--- config.mk ---
export PLATFORM = sky130hd
export DESIGN_NAME = dtpmod_display_arbiter
export DESIGN_NICKNAME = d
export VERILOG_FILES = /design/src/rtl/dtpmod_pkg.sv /design/src/rtl/dtpmod_digit_driver.sv /design/src/rtl/dtpmod_display_arbiter.sv
export SDC_FILE = /design/constraint.sdc
export NUM_CORES = 1
export LEC_CHECK = 0
export BUFFER_PORTS_ARGS = -buffer_cell sky130_fd_sc_hd__buf_2
export CORE_ASPECT_RATIO = 0.5
export CORE_MARGIN = 5
export CORE_UTILIZATION = 60
export CTS_CLUSTER_DIAMETER = 100
export CTS_CLUSTER_SIZE = 14
export DETAILED_ROUTE_END_ITERATION = 12
export GPL_TIMING_DRIVEN = 1
export PLACE_DENSITY = 0.81
export SLEW_MARGIN = 20
export SYNTH_ARGS = -nofsm -noshare
export SYNTH_HDL_FRONTEND = slang
export SYNTH_SLANG_ARGS = --single-unit
--- constraint.sdc ---
create_clock -name clk50 -period 6.9 [get_ports clk50]
set_input_delay 1.035 -clock clk50 [delete_from_list [all_inputs] [get_ports clk50]]
set_output_delay 1.035 -clock clk50 [all_outputs]
set_load 0.1 [all_outputs]
--- src/rtl/dtpmod_pkg.sv ---
// Shared definitions for the DT PMOD dual-digit 7-segment display slice.
//   SEG_BLANK   : all segments off (segments are active low)
//   DIGIT_LEFT  : value of pmod[7] that selects the left / high-nibble digit
//   state_t     : arbiter FSM states
//   hex7_decode : nibble -> active-low segment pattern, bit 6..0
package dtpmod_pkg;

    localparam logic [6:0] SEG_BLANK  = 7'h7F;
    localparam logic       DIGIT_LEFT = 1'b1;

    typedef enum logic [1:0] {
        ST_IDLE = 2'd0,
        ST_SHOW = 2'd1,
        ST_GAP  = 2'd2
    } state_t;

    function automatic logic [6:0] hex7_decode(input logic [3:0] nib);
        logic [6:0] seg;
        case (nib)
            4'h0:    seg = 7'h02;
            4'h1:    seg = 7'h2F;
            4'h2:    seg = 7'h41;
            4'h3:    seg = 7'h05;
            4'h4:    seg = 7'h2C;
            4'h5:    seg = 7'h14;
            4'h6:    seg = 7'h10;
            4'h7:    seg = 7'h0F;
            4'h8:    seg = 7'h00;
            4'h9:    seg = 7'h0C;
            4'hA:    seg = 7'h08;
            4'hB:    seg = 7'h30;
            4'hC:    seg = 7'h71;
            4'hD:    seg = 7'h21;
            4'hE:    seg = 7'h50;
            4'hF:    seg = 7'h58;
            default: seg = SEG_BLANK;
        endcase
        return seg;
    endfunction

endpackage

--- src/rtl/dtpmod_digit_driver.sv ---
// Digit multiplexer for the dual-digit DT PMOD display.
//   clk50    in  1  system clock
//   reset    in  1  asynchronous, active-high reset
//   blank    in  1  1 = force all segments off
//   byte_val in  8  byte to show, high nibble on the left digit
//   pmod     out 8  [7] digit select, [6:0] active-low segments (registered)
// A free-running refresh counter's MSB picks the digit. Digit select and
// segments leave the same register, so they always change together.
module dtpmod_digit_driver
    import dtpmod_pkg::*;
#(
    parameter int REFRESH_BITS = 9
) (
    input  logic       clk50,
    input  logic       reset,
    input  logic       blank,
    input  logic [7:0] byte_val,
    output logic [7:0] pmod
);

    localparam logic [REFRESH_BITS-1:0] REFRESH_ONE = REFRESH_BITS'(1'b1);

    logic [REFRESH_BITS-1:0] refresh_ctr_r;
    logic                    left_sel_s;
    logic [3:0]              nibble_s;
    logic [6:0]              seg_s;
    logic [7:0]              pmod_r;

    // Free-running refresh counter, wraps naturally at 2^REFRESH_BITS.
    always_ff @(posedge clk50 or posedge reset) begin
        if (reset) begin
            refresh_ctr_r <= '0;
        end else begin
            refresh_ctr_r <= refresh_ctr_r + REFRESH_ONE;
        end
    end

    // Nibble select and segment decode for the currently selected digit.
    always_comb begin
        left_sel_s = refresh_ctr_r[REFRESH_BITS-1];
        nibble_s   = (left_sel_s == DIGIT_LEFT) ? byte_val[7:4] : byte_val[3:0];
        if (blank) begin
            seg_s = SEG_BLANK;
        end else begin
            seg_s = hex7_decode(nibble_s);
        end
    end

    // Output register: digit select and segments captured on one edge.
    always_ff @(posedge clk50 or posedge reset) begin
        if (reset) begin
            pmod_r <= 8'h7F;
        end else begin
            pmod_r <= {left_sel_s, seg_s};
        end
    end

    assign pmod = pmod_r;

endmodule

--- src/rtl/dtpmod_display_arbiter.sv ---
// Round-robin arbiter sharing one DT PMOD dual-digit display among NREQ
// byte sources. A granted byte is shown for HOLD_CYCLES, followed by a
// blank gap of GAP_CYCLES (skipped when 0).
//   clk50   in  1       system clock, 50 MHz
//   reset   in  1       asynchronous, active-high reset
//   req     in  NREQ    request per source, held until its ack
//   data    in  8*NREQ  byte of source i at data[8*i+7:8*i], sampled at grant
//   ack     out NREQ    one-cycle pulse during the last display cycle of a slot
//   busy    out 1       high while showing or in the gap
//   cur_src out 3       source being shown (valid while busy)
//   pmod    out 8       [7] digit select (1 = left), [6:0] active-low segments
module dtpmod_display_arbiter
    import dtpmod_pkg::*;
#(
    parameter int NREQ         = 4,
    parameter int HOLD_CYCLES  = 50_000_000,
    parameter int GAP_CYCLES   = 2_500_000,
    parameter int REFRESH_BITS = 9,
    parameter int PERSIST      = 0
) (
    input  logic              clk50,
    input  logic              reset,
    input  logic [NREQ-1:0]   req,
    input  logic [8*NREQ-1:0] data,
    output logic [NREQ-1:0]   ack,
    output logic              busy,
    output logic [2:0]        cur_src,
    output logic [7:0]        pmod
);

    localparam int HOLD_W = (HOLD_CYCLES > 1) ? $clog2(HOLD_CYCLES) : 1;
    localparam int GAP_W  = (GAP_CYCLES > 1) ? $clog2(GAP_CYCLES) : 1;
    localparam logic [HOLD_W-1:0] HOLD_LAST = HOLD_W'(HOLD_CYCLES - 1);
    localparam logic [GAP_W-1:0]  GAP_LAST  = GAP_W'((GAP_CYCLES > 0) ? GAP_CYCLES - 1 : 0);
    localparam logic [HOLD_W-1:0] HOLD_ONE  = HOLD_W'(1'b1);
    localparam logic [GAP_W-1:0]  GAP_ONE   = GAP_W'(1'b1);
    localparam logic              HAS_GAP   = (GAP_CYCLES > 0);
    localparam logic              KEEP_LAST = (PERSIST != 0);
    localparam logic [NREQ-1:0]   ACK_LSB   = NREQ'(1'b1);
    localparam logic [2:0]        PTR_LAST  = 3'(NREQ - 1);

    state_t              state_r, state_nxt_s;
    logic [2:0]          ptr_r, ptr_nxt_s;
    logic [HOLD_W-1:0]   hold_ctr_r, hold_nxt_s;
    logic [GAP_W-1:0]    gap_ctr_r, gap_nxt_s;
    logic [2:0]          cur_src_r, src_nxt_s;
    logic [7:0]          shown_byte_r, byte_nxt_s;
    logic                shown_valid_r, shown_valid_nxt_s;
    logic [NREQ-1:0]     ack_r, ack_nxt_s;
    logic                busy_r;

    logic [2*NREQ-1:0]   req_dbl_s;
    logic [NREQ-1:0]     req_rot_s;
    logic [3:0]          offs_s;
    logic [3:0]          sum_s;
    logic                grant_found_s;
    logic [2:0]          grant_idx_s;
    logic [8*NREQ-1:0]   data_shift_s;
    logic [7:0]          grant_byte_s;
    logic                blank_s;

    // Round-robin pick: rotate req so the pointer lands on bit 0, then take
    // the lowest set bit and rotate the offset back to a source index.
    always_comb begin
        req_dbl_s     = {req, req} >> ptr_r;
        req_rot_s     = req_dbl_s[NREQ-1:0];
        grant_found_s = |req_rot_s;
        offs_s        = 4'd0;
        for (int k = NREQ - 1; k >= 0; k--) begin
            offs_s = req_rot_s[k] ? 4'(k) : offs_s;
        end
        sum_s        = {1'b0, ptr_r} + offs_s;
        grant_idx_s  = (sum_s >= 4'(NREQ)) ? 3'(sum_s - 4'(NREQ)) : sum_s[2:0];
        data_shift_s = data >> {grant_idx_s, 3'b000};
        grant_byte_s = data_shift_s[7:0];
    end

    // FSM next state, counters, grant capture and registered-output values.
    always_comb begin
        state_nxt_s       = state_r;
        ptr_nxt_s         = ptr_r;
        hold_nxt_s        = hold_ctr_r;
        gap_nxt_s         = gap_ctr_r;
        src_nxt_s         = cur_src_r;
        byte_nxt_s        = shown_byte_r;
        shown_valid_nxt_s = shown_valid_r;
        case (state_r)
            ST_IDLE: begin
                if (grant_found_s) begin
                    state_nxt_s       = ST_SHOW;
                    src_nxt_s         = grant_idx_s;
                    byte_nxt_s        = grant_byte_s;
                    ptr_nxt_s         = (grant_idx_s == PTR_LAST) ? 3'd0 : grant_idx_s + 3'd1;
                    hold_nxt_s        = '0;
                    shown_valid_nxt_s = 1'b1;
                end else begin
                    state_nxt_s = ST_IDLE;
                end
            end
            ST_SHOW: begin
                if (hold_ctr_r == HOLD_LAST) begin
                    if (HAS_GAP) begin
                        state_nxt_s = ST_GAP;
                        gap_nxt_s   = '0;
                    end else begin
                        state_nxt_s = ST_IDLE;
                    end
                end else begin
                    hold_nxt_s = hold_ctr_r + HOLD_ONE;
                end
            end
            ST_GAP: begin
                if (gap_ctr_r == GAP_LAST) begin
                    state_nxt_s = ST_IDLE;
                end else begin
                    gap_nxt_s = gap_ctr_r + GAP_ONE;
                end
            end
            default: begin
                state_nxt_s = ST_IDLE;
            end
        endcase
        // Ack is registered, so it is raised one edge early: it is high
        // exactly during the final SHOW cycle of the slot.
        ack_nxt_s = ((state_nxt_s == ST_SHOW) && (hold_nxt_s == HOLD_LAST))
                    ? (ACK_LSB << src_nxt_s) : '0;
    end

    // State, pointer, counters and registered outputs.
    always_ff @(posedge clk50 or posedge reset) begin
        if (reset) begin
            state_r       <= ST_IDLE;
            ptr_r         <= 3'd0;
            hold_ctr_r    <= '0;
            gap_ctr_r     <= '0;
            cur_src_r     <= 3'd0;
            shown_byte_r  <= 8'h00;
            shown_valid_r <= 1'b0;
            ack_r         <= '0;
            busy_r        <= 1'b0;
        end else begin
            state_r       <= state_nxt_s;
            ptr_r         <= ptr_nxt_s;
            hold_ctr_r    <= hold_nxt_s;
            gap_ctr_r     <= gap_nxt_s;
            cur_src_r     <= src_nxt_s;
            shown_byte_r  <= byte_nxt_s;
            shown_valid_r <= shown_valid_nxt_s;
            ack_r         <= ack_nxt_s;
            busy_r        <= (state_nxt_s != ST_IDLE);
        end
    end

    // Display enable: always in SHOW; in IDLE only when persisting a byte
    // that was actually shown since reset.
    always_comb begin
        if (state_r == ST_SHOW) begin
            blank_s = 1'b0;
        end else if ((state_r == ST_IDLE) && KEEP_LAST && shown_valid_r) begin
            blank_s = 1'b0;
        end else begin
            blank_s = 1'b1;
        end
    end

    dtpmod_digit_driver #(
        .REFRESH_BITS(REFRESH_BITS)
    ) u_digit_driver (
        .clk50    (clk50),
        .reset    (reset),
        .blank    (blank_s),
        .byte_val (shown_byte_r),
        .pmod     (pmod)
    );

    assign ack     = ack_r;
    assign busy    = busy_r;
    assign cur_src = cur_src_r;

endmodule

==> key figures <==
Place
  • Routability congestion estimate: 0.955
  • Placed Area: 5380 sq um
  • I/O Buffers: 53
  • DP HPWL: 8.65 mm

Timing
  • Fin Setup TNS: 0 ns
  • Slew Viols, Final: 0
  • Fin crit period: 3.33 ns
  • Relative slew slack: 37.3%
  • Final Cycle Share: 48.2%
  • Final hold violation count: 0
  • Final setup violation count: 0
  • Worst slew pin tran: 0.940 ns
  • Max frequency: 301 MHz
  • Worst Clk Skew: 0.00687 ns
  • Setup repair after global routing missed its margin: false

Clock tree
  • CTS hold repair buffers: 0
  • Post-CTS Setup Repair Bufs: 0
  • Worst skew pair latency: 0.34 ns
  • CTS tree: built
  • Num Clock Sinks: 86
  • Post-CTS resize count: 0
  • Worst-path clk slew: 0.07 ns
  • H-tree levels: 3
  • Inserted Clock Buffers: 9
  • Root buffer cell: clkbuf_16
  • Clk buf depth: 2

Synth
  • Post-synthesis compound-gate area fraction: 13.0%
  • Mux contribution to synthesized area: 6.52%
  • Post-synth cell types: 72
  • Xor/xnor share of the synthesized area: 5.38%
  • Post-Syn Nets: 575
  • Synthesized cell area: 5040 sq um
  • Number of flops mapped to enable cells by yosys: 0
  • Primary FF master, synth: dfrtp_1
  • FFs w/ async S/R, synth: 100%
  • Largest family of logic cells by synthesized area: simple AND/OR/NAND/NOR gates
  • Seq cells post-synth: 86
  • Sequential cell area fraction in the yosys report: 42.8%
  • Yosys Warn Count: 0
  • Adder-cell share of the synthesized area: 3.13%
  • Post-Synth Simple-Gate Area: 26.1%
  • Cells after Synth: 525
  • Mean Syn Cell Area: 9.61 sq um

Worst setup path
  • Crit start category: primary input
  • Crit path max-delay family: simple AND/OR/NAND/NOR gates
  • WP buf/inv: 1
  • CP Data Required Time: 7.13 ns
  • Crit path DAT: 3.56 ns
  • Worst-path fanout max: 10
  • Largest stage delay, worst path: 0.87 ns
  • Crit end category: flop
  • Worst-path cell chain: buf_2 -> and3b_1 -> nor3_1 -> o31ai_1 -> fa_1 -> mux4_2 -> nand3_1 -> nand2_1
  • Setup CP Type: in2reg
  • Slowest-stage cell, CP: fa_1

Power and ir drop
  • Lkg Pwr: 2.58 nW
  • PwrDens: 184 nW/um^2
  • Total power: 0.00105 W
  • Max VDD drop: 122 uV

Flow run
  • Max cap viols: 0

Routing
  • DRC violations left: 0
  • Routed Antenna Nets: 0
  • WL/cell: 18.0 um
  • First-pass iteration count of the detailed router: 5
  • Vias per cell: 6.28
  • DRT Wirelength: 12.4 mm
  • DR iter-0 viols: 376
  • Vias: 4,309

Die
  • Die ar.: 10,500 sq um
  • Vert. Die Dim: 74.8 um
  • Initial Util: 62.4%
  • Core Box Area: 8090 sq um
  • Top Ports: 54
  • Die Span X: 140 um
  • Num rows: 23

Finish
  • Storage element area: 2160 sq um
  • Most common cell after layout, fill and taps aside: dfrtp_1
  • Filler cells: 607
  • Inserted Diodes: 0
  • Final nets: 619
  • Layout area overhead: 12.7%
  • Commonest non-fill, non-tap cells in the layout: dfrtp_1, nand2_1, buf_2, nor2_1, nand3_1
  • Final Util: 70.3%
  • Cell area after layout: 5680 sq um
  • Multi-input logic area: 2730 sq um
  • Layout cell share with drive strength beyond 1: 19.9%

Global route
  • GR Overflow Total: 0
  • Largest net degree at the start of global routing: 66
  • Initial antenna violation count: 0
  • Total Routing Usage GR: 25.3%
  • First-pass GRT wire length: 20.9 mm
  • Vias in the first global route: 4,249

Run status
  • Status: finished clean

Hold path
  • Worst min path class: reg2reg
[synth_stat cells (8+ instances only)]
cell      count  share of area (%)
a21oi_1      18                1.8
buf_2         8               0.79
clkbuf_1     15                1.1
dfrtp_1      79                 39
ha_1         11                2.7
inv_1        13               0.97
mux2i_1      10                2.0
mux4_2        9                4.0
nand2_1      67                5.0
nand3_1      41                4.1
nand4_1      21                2.6
nor2_1       46                3.4
nor3_1       17                1.7
o21ai_0      17                1.7
xnor2_1      16                2.8
xor2_1       15                2.6
[logic make-up (layout without fill, tap and decap cells)]
group           count (synthesis)  count (layout)
compound gates                 88              88
mux                            21              21
simple gates                  250             250
flops                          86              86
buf+inv                        37              86
fa+ha+maj                      12              12
xor+xnor                       31              31
[layer usage]
layer | vias to the layer above | routed length [um] | track usage [%]
met5 | - | 0 | 0
met4 | 0 | 270 | 8.70
met3 | 34 | 786 | 7.04
met2 | 147 | 5700 | 41.4
met1 | 2113 | 5600 | 33.6
li1 | 2015 | - | -
[layout make-up]
cell class / count / area share, %
Tap cell: 112 / 2.47
Clock inverter: 7 / 1.43
Clock buffer: 9 / 3.96
Multi-Input combinational cell: 402 / 48.1
Timing Repair Buffer: 57 / 5.19
Sequential cell: 86 / 38.0
Inverter: 13 / 0.880
[flip-flops by register name, indices dropped and copies added (netlist names)]
name and cells:
ack 4, busy 1, cur_src 3, gap_ctr_r 22
hold_ctr_r 26, ptr_r 3, shown_byte_r 8, state_r 2
u_digit_driver.pmod 8, u_digit_driver.refresh_ctr_r 9
[path summary, 6_finish.rpt]
check / from / to / slack, ns / cells past startpoint
min in group asynchronous: reset / u_digit_driver.refresh_ctr_r[6] / 0.65 / 2
max in group asynchronous: reset / ack[2] / 5.11 / 3
hold / removal: u_digit_driver.refresh_ctr_r[7] / u_digit_driver.refresh_ctr_r[7] / 0.48 / 1
setup / recovery: req[0] / shown_byte_r[3] / 3.57 / 8
hold reg to reg: u_digit_driver.refresh_ctr_r[7] / u_digit_driver.refresh_ctr_r[7] / 0.48 / 1
setup reg to reg: state_r[0] / ack[0] / 3.71 / 5
[worst register-to-register path, delay by kind of cell, from the launching register on]
kind            cells  cell delay (ns)
compound gates      2             1.16
flops               1             0.69
simple gates        3             1.26
[report_power, final]
group          internal (W)  leakage, nW  switching [W]   total, W
Sequential         0.000504         1.07              0   0.000504
Combinational     0.0000183         1.36      0.0000219  0.0000402
Clock              0.000286        0.152       0.000215   0.000501
Total              0.000809         2.58       0.000237    0.00105
[through the flow]
step,setup slack [ns],hold WS (ns),instances
6_report,3.57,0.477,686
5_1_grt,3.33,0.513,686
4_1_cts,3.60,0.484,686
3_5_place_dp,3.25,0.462,670
3_3_place_gp,3.40,0.453,670
2_1_floorplan,3.65,0.352,525
(Power assumes the default switching activity.)
